==> src/rtl/hazard_stall_unit_pkg.sv <==
// -----------------------------------------------------------------------------
// hazard_pkg
// Shared types and constants for the hazard stall unit:
//   - br_state_e : branch-after-load FSM state (RUN, BRLD2)
//   - REG_W      : register specifier width
//   - REG_ZERO   : the hard-wired zero register, which never creates a hazard
//   - MD_LAT_DEF : default mul/div latency, EX issue to HI/LO valid
//   - reg_dep()  : source/destination match helper used for the EX and MEM
//                  dependency checks
// -----------------------------------------------------------------------------
package hazard_pkg;

    localparam int unsigned REG_W      = 5;
    localparam logic [4:0]  REG_ZERO   = 5'd0;
    localparam int unsigned MD_LAT_DEF = 4;

    typedef enum logic {
        RUN   = 1'b0,
        BRLD2 = 1'b1
    } br_state_e;

    // True when an in-flight destination feeds the ID instruction. The zero
    // register is filtered here so no caller can forget it.
    function automatic logic reg_dep(
        input logic [REG_W-1:0] dst,
        input logic [REG_W-1:0] rs,
        input logic [REG_W-1:0] rt,
        input logic             uses_rt
    );
        logic w_match;
        w_match = (dst == rs) || (uses_rt && (dst == rt));
        return (dst != REG_ZERO) && w_match;
    endfunction

endpackage : hazard_pkg

==> src/rtl/hazard_stall_unit_chk.sv <==
// -----------------------------------------------------------------------------
// hazard_stall_unit_chk
// Property checker bound into hazard_stall_unit (simulation only).
//   clock, reset   : as the parent
//   idex_md_start  : mul/div issuing in EX
//   md_busy_int    : raw counter busy flag (not reset-gated)
// A new mul/div can only reach EX after an md_hz stall has drained the
// previous one, so an issue while busy indicates broken upstream control.
// Also guards the elaboration-time parameter ranges.
// -----------------------------------------------------------------------------
module hazard_stall_unit_chk #(
    parameter int unsigned MD_LAT = 4,
    parameter int unsigned CNT_W  = 16
) (
    input logic clock,
    input logic reset,
    input logic idex_md_start,
    input logic md_busy_int
);

    a_md_issue_while_busy : assert property (
        @(posedge clock) disable iff (!reset)
        idex_md_start |-> !md_busy_int
    ) else $error("mul/div issued while previous operation still busy");

    a_param_range : assert property (
        @(posedge clock) (MD_LAT >= 2) && (CNT_W >= 1)
    ) else $error("hazard_stall_unit parameter out of range");

endmodule : hazard_stall_unit_chk

==> src/rtl/hazard_stall_unit_md_busy_counter.sv <==
// -----------------------------------------------------------------------------
// md_busy_counter
// Loadable down-counter tracking how long the multi-cycle mul/div unit still
// needs before HI/LO is valid. A load sets the count to MD_LAT-1; the count
// then drops by one per cycle and stops at zero.
//   clock  : pipeline clock, rising edge
//   reset  : synchronous, active-low
//   i_load : mul/div issuing in EX this cycle (reloads even when busy)
//   o_busy : count is non-zero, HI/LO not yet valid
// -----------------------------------------------------------------------------
module md_busy_counter #(
    parameter int unsigned MD_LAT = 4
) (
    input  logic clock,
    input  logic reset,
    input  logic i_load,
    output logic o_busy
);
    import hazard_pkg::*;

    // MD_LAT >= 2, so at least one bit; MD_LAT-1 always fits.
    localparam int unsigned CW = (MD_LAT > 2) ? $clog2(MD_LAT) : 1;
    localparam logic [CW-1:0] LOAD_VAL = CW'(MD_LAT - 1);

    logic [CW-1:0] r_cnt;

    // Count register: load on issue, otherwise run down to zero.
    always_ff @(posedge clock) begin
        if (!reset) begin
            r_cnt <= {CW{1'b0}};
        end else if (i_load) begin
            r_cnt <= LOAD_VAL;
        end else if (r_cnt != {CW{1'b0}}) begin
            r_cnt <= r_cnt - CW'(1);
        end else begin
            r_cnt <= r_cnt;
        end
    end

    assign o_busy = (r_cnt != {CW{1'b0}});

endmodule : md_busy_counter

==> src/rtl/hazard_stall_unit.sv <==
// -----------------------------------------------------------------------------
// hazard_stall_unit
// Stalls the pipeline for hazards the EX forwarding network cannot bypass:
// load-use, ID-resolved branches depending on an in-flight ALU result or load,
// and HI/LO or mul/div use while the mul/div unit is still busy.
//
// Optional feature macro: HAZARD_STATS_EN adds saturating stall/bubble
// statistics counters and their output ports.
//
// Ports:
//   clock, reset             : rising-edge clock, synchronous active-low reset
//   ifid_rs/rt, ifid_uses_rt : sources of the instruction in ID
//   ifid_branch              : beq/bne compared in ID
//   ifid_hilo_rd, ifid_md_op : mfhi/mflo, mult/div in ID
//   idex_memread/regwrite/rd : instruction in EX
//   idex_md_start            : mul/div issuing in EX this cycle
//   exmem_memread/rd         : instruction in MEM
//   pc_write, ifid_write     : pipeline advance enables (0 on stall)
//   idex_bubble              : zero the ID/EX control fields
//   md_busy                  : mul/div result not yet valid
//   stall_cycles/bubble_count: statistics (HAZARD_STATS_EN only)
// Stall outputs are combinational so they act in the cycle the hazard is seen.
// -----------------------------------------------------------------------------
module hazard_stall_unit
    import hazard_pkg::*;
#(
    parameter int unsigned MD_LAT = MD_LAT_DEF,
    parameter int unsigned CNT_W  = 16
) (
    input  logic             clock,
    input  logic             reset,
    input  logic [REG_W-1:0] ifid_rs,
    input  logic [REG_W-1:0] ifid_rt,
    input  logic             ifid_uses_rt,
    input  logic             ifid_branch,
    input  logic             ifid_hilo_rd,
    input  logic             ifid_md_op,
    input  logic             idex_memread,
    input  logic             idex_regwrite,
    input  logic [REG_W-1:0] idex_rd,
    input  logic             idex_md_start,
    input  logic             exmem_memread,
    input  logic [REG_W-1:0] exmem_rd,
    output logic             pc_write,
    output logic             ifid_write,
    output logic             idex_bubble,
    output logic             md_busy
`ifdef HAZARD_STATS_EN
    ,
    output logic [CNT_W-1:0] stall_cycles,
    output logic [CNT_W-1:0] bubble_count
`endif
);

    br_state_e r_state;
    br_state_e w_state_nxt;

    logic w_dep_ex;
    logic w_dep_mem;
    logic w_lduse;
    logic w_br_alu;
    logic w_br_ld1;
    logic w_br_ld2;
    logic w_md_busy;
    logic w_md_hz;
    logic w_stall;

    assign w_dep_ex  = reg_dep(idex_rd,  ifid_rs, ifid_rt, ifid_uses_rt);
    assign w_dep_mem = reg_dep(exmem_rd, ifid_rs, ifid_rt, ifid_uses_rt);

    assign w_lduse  = idex_memread & w_dep_ex;
    // ALU result can be forwarded to ID one cycle later; loads need two.
    assign w_br_alu = ifid_branch & idex_regwrite & ~idex_memread & w_dep_ex;
    assign w_br_ld1 = ifid_branch & w_lduse;
    assign w_br_ld2 = ifid_branch & exmem_memread & w_dep_mem;
    assign w_md_hz  = w_md_busy & (ifid_hilo_rd | ifid_md_op);

    assign w_stall = w_lduse | w_br_alu | w_br_ld2 | (r_state == BRLD2) | w_md_hz;

    md_busy_counter #(
        .MD_LAT (MD_LAT)
    ) u_md_cnt (
        .clock  (clock),
        .reset  (reset),
        .i_load (idex_md_start),
        .o_busy (w_md_busy)
    );

    // Branch FSM state register.
    always_ff @(posedge clock) begin
        if (!reset) begin
            r_state <= RUN;
        end else begin
            r_state <= w_state_nxt;
        end
    end

    // Branch FSM next state: BRLD2 supplies the second bubble of a
    // branch-after-load and always returns to RUN after one cycle.
    always_comb begin
        w_state_nxt = r_state;
        case (r_state)
            RUN: begin
                if (w_br_ld1) begin
                    w_state_nxt = BRLD2;
                end else begin
                    w_state_nxt = RUN;
                end
            end
            BRLD2:   w_state_nxt = RUN;
            default: w_state_nxt = RUN;
        endcase
    end

    // Pipeline control outputs; reset holds the pipeline empty.
    always_comb begin
        pc_write    = 1'b0;
        ifid_write  = 1'b0;
        idex_bubble = 1'b1;
        md_busy     = 1'b0;
        if (!reset) begin
            pc_write    = 1'b0;
            ifid_write  = 1'b0;
            idex_bubble = 1'b1;
            md_busy     = 1'b0;
        end else if (w_stall) begin
            pc_write    = 1'b0;
            ifid_write  = 1'b0;
            idex_bubble = 1'b1;
            md_busy     = w_md_busy;
        end else begin
            pc_write    = 1'b1;
            ifid_write  = 1'b1;
            idex_bubble = 1'b0;
            md_busy     = w_md_busy;
        end
    end

`ifdef HAZARD_STATS_EN
    logic [CNT_W-1:0] r_stall_cycles;
    logic [CNT_W-1:0] r_bubble_count;

    // Saturating stall-cycle counter.
    always_ff @(posedge clock) begin
        if (!reset) begin
            r_stall_cycles <= {CNT_W{1'b0}};
        end else if (w_stall && (r_stall_cycles != {CNT_W{1'b1}})) begin
            r_stall_cycles <= r_stall_cycles + CNT_W'(1);
        end else begin
            r_stall_cycles <= r_stall_cycles;
        end
    end

    // Saturating bubble counter; reset cycles are excluded by the reset branch.
    always_ff @(posedge clock) begin
        if (!reset) begin
            r_bubble_count <= {CNT_W{1'b0}};
        end else if (idex_bubble && (r_bubble_count != {CNT_W{1'b1}})) begin
            r_bubble_count <= r_bubble_count + CNT_W'(1);
        end else begin
            r_bubble_count <= r_bubble_count;
        end
    end

    assign stall_cycles = r_stall_cycles;
    assign bubble_count = r_bubble_count;
`endif

`ifndef SYNTHESIS
    hazard_stall_unit_chk #(
        .MD_LAT (MD_LAT),
        .CNT_W  (CNT_W)
    ) u_chk (
        .clock         (clock),
        .reset         (reset),
        .idex_md_start (idex_md_start),
        .md_busy_int   (w_md_busy)
    );
`endif

endmodule : hazard_stall_unit

==> config.mk <==
export PLATFORM = sky130hd
export DESIGN_NAME = hazard_stall_unit
export DESIGN_NICKNAME = d
export VERILOG_FILES = /design/src/rtl/hazard_stall_unit_pkg.sv /design/src/rtl/hazard_stall_unit_chk.sv /design/src/rtl/hazard_stall_unit_md_busy_counter.sv /design/src/rtl/hazard_stall_unit.sv
export SDC_FILE = /design/constraint.sdc
export NUM_CORES = 1
export LEC_CHECK = 0
export CORE_MARGIN = 4
export CORE_UTILIZATION = 30
export CTS_BUF_LIST = sky130_fd_sc_hd__clkbuf_8
export DETAILED_ROUTE_END_ITERATION = 7
export PLACE_DENSITY_LB_ADDON = 0.2
export SYNTH_ARGS = -nofsm -noshare
export SYNTH_HDL_FRONTEND = slang
export SYNTH_SLANG_ARGS = --single-unit
==> constraint.sdc <==
create_clock -name clock -period 1.4 [get_ports clock]
set_input_delay 0.21 -clock clock [delete_from_list [all_inputs] [get_ports clock]]
set_output_delay 0.21 -clock clock [all_outputs]
set_load 0.005 [all_outputs]
==> results.py, run 1 <==
metrics = {
    "status": {
        "status": "finished with violations",
        "violations": "setup timing",
    },
    "sta": {
        "setup_viol": 3,
        "layout_min_cycle_time_ps": 1590,
        "finClkSkew_ps": 1.96,
        "setup_ws_ps": -185,
        "rsz0062_at_grt": "yes",
        "slew_violations": 0,
        "min_period_over_period": 1.13,
        "hold_viol": 0,
        "tightest_slew_ps": 192,
        "fmax_mhz": 631,
        "relSlewSlack": 0.871,
    },
    "place": {
        "place_hpwl_um": 1270,
        "dp_cells": 115,
        "port_buffers": 33,
        "place.gp.congestion": 0.702,
    },
    "cells_and_area": {
        "syn_to_final_growth_pct": 110,
        "regArea_um2": 61.3,
        "multi_input_area_um2": 405,
        "fill_cells": 120,
        "final_cells": 120,
        "layout_commonest_cell": "buf_4",
        "final_cell_mix": "buf_4, xnor2_1, buf_2",
        "nNetsFinal": 137,
        "drive_gt1_frac": 0.467,
        "final_core_util": 0.693,
        "diodes": 0,
    },
    "setup_path": {
        "crit_fanout": 2,
        "worstSetupPathType": "in2out",
        "crit_required_ps": 1190,
        "worst_setup_path_start_kind": "primary input",
        "arrival_ps": 1380,
        "endpoint_kind": "output port",
    },
    "drt": {
        "drc_errors": 0,
        "ant_nets": 0,
        "first_pass_iters": 3,
        "drtIter0Drc": 4,
        "wirelength_um": 1440,
        "wl_per_cell_um": 12.0,
        "drt-vias-per-instance": 4.57,
        "routed-via-count": 548,
    },
    "clock_network": {
        "cts.sinks": 3,
        "htree_levels": 1,
        "ctsHoldBuffers": 0,
        "clk_latency_ps": 210,
        "clk_pin_slew_ps": 30,
        "cts_root_buf": "clkbuf_8",
        "clockBufferDepth": 2,
        "cts_buffers": 3,
        "cts_tree": "done",
    },
    "floorplan": {
        "dieArea_um2": 2170,
        "die_h_um": 46.5,
        "ios": 34,
        "initial_core_util": 0.330,
        "rows": 13,
        "fp.dieW_um": 46.5,
        "core_area_um2": 1350,
    },
    "synthesis": {
        "syn_area_per_cell_um2": 8.57,
        "synth_area_um2": 445,
        "seq_area_frac_synth": 0.135,
        "yosysWarnings": 0,
        "synth_top_area_frac": 0.295,
        "ys_ff_latch": 3,
        "synth_fp_nets": 83,
        "ys_types": 24,
        "synth_area_leaders": "xnor2_1, dfxtp_1, xor2_1",
        "yosysTopAreaCell": "xnor2_1",
        "syn_inst": 52,
    },
    "power_and_ir_drop": {
        "peakVddDrop_uv": 490,
        "clock_power_share": 0.388,
        "p_leak_nw": 0.419,
        "switching_power_mw": 0.160,
        "swShare": 0.260,
        "p_int_mw": 0.455,
        "seq_power_share": 0.158,
        "comb_power_share": 0.455,
        "powerDensity_nw_per_um2": 658,
    },
    "global_route": {
        "track_usage": 0.151,
        "grt_pass1_vias": 567,
        "grt_antenna_before_repair": 0,
        "overflow": 0,
        "grt_pass1_wl_um": 2280,
        "grt_max_degree": 4,
    },
    "min_path": {
        "hp-class": "in2reg",
    },
    "run": {
        "maxCapViolCount": 0,
    },
}
[synth_stat cells]
library cell,count
buf_4,1
nor2_1,1
a21oi_1,1
mux2i_1,1
o2111ai_1,1
nor3_2,1
nor2b_1,2
ha_1,1
o22ai_1,1
and3_1,1
xor2_1,6
o21bai_1,1
o21a_1,2
nand3_1,3
o2111a_1,1
nand4_1,1
o22ai_2,1
nand2_1,2
xnor2_1,15
dfxtp_1,3
nor4_1,1
inv_1,2
o2111ai_2,1
or4_1,2
[final cells by class]
type | instances | share of cell area
multi-input combinational | 46 | 0.433
clock inverter | 1 | 0.00401
timing repair buffer | 50 | 0.425
clock buffer | 3 | 0.0441
tap | 15 | 0.0201
sequential | 3 | 0.0655
inverter | 2 | 0.00802
[sequential cells by signal (all words and copies together) (netlist names)]
signal / count
u_md_cnt.r_cnt: 2
r_state: 1
[per-stage QoR]
| step | TNS, ps | hold WS (ps) | worst slack [ps] | power (mW) | cell area [um^2] |
|---|---|---|---|---|---|
| 2_1_floorplan | -66.1 | 327 | -66.1 | 0.208 | 445 |
| 3_3_place_gp | -3290 | 595 | -961 | 0.384 | 907 |
| 3_5_place_dp | -3350 | 620 | -988 | 0.390 | 907 |
| 4_1_cts | -513 | 428 | -197 | 0.619 | 922 |
| 5_1_grt | -719 | 481 | -256 | 0.664 | 936 |
| 6_report | -481 | 411 | -185 | 0.615 | 936 |
[power groups by stage]
| stage | registers, mW | clock network, mW | logic, mW |
|---|---|---|---|
| detailed placement | 0.0972 | 0 | 0.293 |
| global route | 0.0972 | 0.259 | 0.308 |
| CTS | 0.0968 | 0.245 | 0.278 |
| global placement | 0.0966 | 0 | 0.287 |
| floorplan | 0.0970 | 0 | 0.111 |
| finish | 0.0970 | 0.239 | 0.280 |
[critical path, cell delays in order]
cell	delay, ps
buf_6	90
or4_4	520
o2111ai_2	220
o2111a_1	220
buf_2	120
[cell families after synthesis]
group	count (synthesis)	synth area share
AOI/OAI and AO/OA	9	0.183
DFF	3	0.135
xor gates and xnor gates	21	0.413
and+or+nand+nor	14	0.185
adders and majority gates	1	0.0281
muxes	1	0.0225
buffers and inverters	3	0.0337
[metal layers]
layer  share of wire  track usage
met4               0       0.0682
met1            0.41        0.181
met3           0.061       0.0313
met5               0            0
met2            0.53        0.255
[worst paths after layout]
path,startpoint,end,slack [ps],depth (start not counted)
max,exmem_rd[3],ifid_write,-190,5
min,idex_rd[0],r_state$_SDFF_PP0_,410,4
max reg2reg,u_md_cnt.r_cnt[0]$_SDFFE_PN0P_,u_md_cnt.r_cnt[0]$_SDFFE_PN0P_,330,5
min reg2reg,r_state$_SDFF_PP0_,r_state$_SDFF_PP0_,640,4
[repair_timing]
item                       CTS  global route
setup endpoints to repair    4             4
resized for setup           87             8
buffers inserted             1             0
pin swaps                   19             7
No activity file was read; power rests on OpenSTA's default activity.
==> inputs of run 2 (changes only) <==
--- a/config.mk
+++ b/config.mk
@@ -8,5 +8,6 @@
 export CORE_MARGIN = 4
-export CORE_UTILIZATION = 30
+export CORE_UTILIZATION = 34
 export CTS_BUF_LIST = sky130_fd_sc_hd__clkbuf_8
 export DETAILED_ROUTE_END_ITERATION = 7
+export GPL_TIMING_DRIVEN = 0
 export PLACE_DENSITY_LB_ADDON = 0.2
==> constraint.sdc (replaced) <==
create_clock -name clock -period 1.8 [get_ports clock]
set_input_delay 0.54 -clock clock [delete_from_list [all_inputs] [get_ports clock]]
set_output_delay 0.54 -clock clock [all_outputs]
set_load 0.005 [all_outputs]
==> run 2 against run 1 <==
Compared with the run above: largest power group unchanged; via count down 3.1%; highest routed layer is now met4; clock power decreased by 21%; clock skew barely moved; the run still ends with setup timing left.
==> results.py, run 2 (synthesis results as in run 1) <==
metrics = {
    "status": {
        "status": "finished with violations",
        "violations": "setup timing",
    },
    "setup_path": {
        "endpoint_kind": "output port",
        "worst_setup_path_start_kind": "primary input",
        "worstSetupPathType": "in2out",
        "crit_required_ps": 1260,
        "crit_fanout": 2,
        "arrival_ps": 1860,
    },
    "cells_and_area": {
        "top_register": "u_md_cnt.r_cnt",
        "final_area_um2": 836,
        "nNetsFinal": 123,
        "layout_commonest_cell": "xnor2_1",
        "final_cells": 105,
        "final_cell_mix": "xnor2_1, buf_2, clkdlybuf4s50_1",
        "largestRegisters": "u_md_cnt.r_cnt (2), r_state (1)",
        "drive_gt1_frac": 0.407,
        "largest_reg_flops": 2,
        "diodes": 0,
        "syn_to_final_growth_pct": 87.6,
    },
    "sta": {
        "finClkSkew_ps": 1.75,
        "rsz0062_at_grt": "yes",
        "tightest_slew_ps": 233,
        "layout_min_cycle_time_ps": 2400,
        "relSlewSlack": 0.845,
        "hold_viol": 0,
        "min_period_over_period": 1.33,
        "fmax_mhz": 417,
        "setup_ws_ps": -600,
        "setup_viol": 3,
        "slew_violations": 0,
    },
    "drt": {
        "wl_per_cell_um": 13.9,
        "first_pass_iters": 3,
        "drt-vias-per-instance": 5.06,
        "routed-via-count": 531,
        "drtIter0Drc": 4,
        "drc_errors": 0,
        "ant_nets": 0,
        "wirelength_um": 1460,
    },
    "global_route": {
        "track_usage": 0.165,
        "grt_max_degree": 5,
        "overflow": 0,
        "grt_pass1_vias": 517,
        "grt_antenna_before_repair": 0,
        "grt_pass1_wl_um": 2300,
    },
    "place": {
        "place_area_um2": 797,
        "dp_cells": 99,
        "place_hpwl_um": 1100,
        "place.gp.congestion": 0.730,
        "port_buffers": 33,
    },
    "clock_network": {
        "htree_levels": 1,
        "cts_tree": "done",
        "clk_pin_slew_ps": 30,
        "ctsHoldBuffers": 0,
        "cts.sinks": 3,
        "clk_latency_ps": 220,
        "cts_buffers": 3,
        "cts_root_buf": "clkbuf_8",
        "clockBufferDepth": 2,
    },
    "run": {
        "maxCapViolCount": 0,
    },
    "power_and_ir_drop": {
        "switching_power_mw": 0.129,
        "p_leak_nw": 0.352,
        "comb_power_share": 0.425,
        "clock_power_share": 0.412,
        "p_int_mw": 0.332,
        "peakVddDrop_uv": 420,
        "swShare": 0.279,
        "powerDensity_nw_per_um2": 551,
        "seq_power_share": 0.163,
    },
    "floorplan": {
        "core_area_um2": 1170,
        "initial_core_util": 0.380,
        "dieArea_um2": 1950,
        "die_h_um": 44.2,
        "ios": 34,
        "fp.dieW_um": 44.2,
        "rows": 12,
    },
    "min_path": {
        "hp-class": "reg2reg",
    },
}
[run 2: area by class of cell]
cell class / count / area (um^2)
Clock buffer: 3 / 41.3
Fill cell: 104 / 335
Clock inverter: 1 / 3.75
Timing Repair Buffer: 35 / 277
Sequential cell: 3 / 60.1
Buffer: 1 / 7.51
Tap cell: 14 / 17.5
Multi-Input combinational cell: 46 / 422
Inverter: 2 / 7.51
[run 2: path summary, 6_finish.rpt]
check                                 start                             end  slack [ps]  cells past startpoint
max                              ifid_rt[1]                        pc_write        -600                      8
min                      r_state$_SDFF_PP0_              r_state$_SDFF_PP0_         530                      3
max reg2reg  u_md_cnt.r_cnt[0]$_SDFFE_PN0P_  u_md_cnt.r_cnt[1]$_SDFFE_PN0P_         780                      4
min reg2reg              r_state$_SDFF_PP0_              r_state$_SDFF_PP0_         530                      3
[run 2: metal layers]
layer,vias to the layer above,wire length (um),GRT usage
li1,265,-,-
met1,240,556,0.182
met2,22,737,0.265
met3,4,144,0.0569
met4,0,25,0.108
met5,-,0,0
[run 2: through the flow]
| stage | hold slack (ps) | worst slack (ps) | setup TNS (ps) | power, mW | utilization |
|---|---|---|---|---|---|
| 2_1_floorplan | 486 | -310 | -637 | 0.162 | - |
| 3_3_place_gp | 509 | -1360 | -4510 | 0.269 | 0.681 |
| 3_5_place_dp | 516 | -1360 | -4510 | 0.273 | 0.681 |
| 4_1_cts | 521 | -647 | -1800 | 0.457 | 0.702 |
| 5_1_grt | 598 | -707 | -1970 | 0.498 | 0.714 |
| 6_report | 528 | -600 | -1680 | 0.461 | 0.714 |
[run 2: power groups by stage]
stage	clock network, mW	registers, mW	logic, mW
floorplan	0	0.0754	0.0867
global placement	0	0.0756	0.193
detailed placement	0	0.0761	0.197
CTS	0.192	0.0753	0.189
global route	0.206	0.0758	0.216
finish	0.190	0.0751	0.196
[run 2: what timing repair did]
item / in CTS / in global routing
pin swaps: 8 / 9
setup endpoints to repair: 4 / 3
resized for setup: 80 / 14
buffers inserted: 2 / 0
gates cloned: 0 / 0
[run 2: critical path, stage by stage]
cell and delay, ps:
buf_6 100, xor2_1 150, nor4_2 260, and3_1 230
o22ai_4 90, o2111a_1 250, buf_4 130, buf_6 100
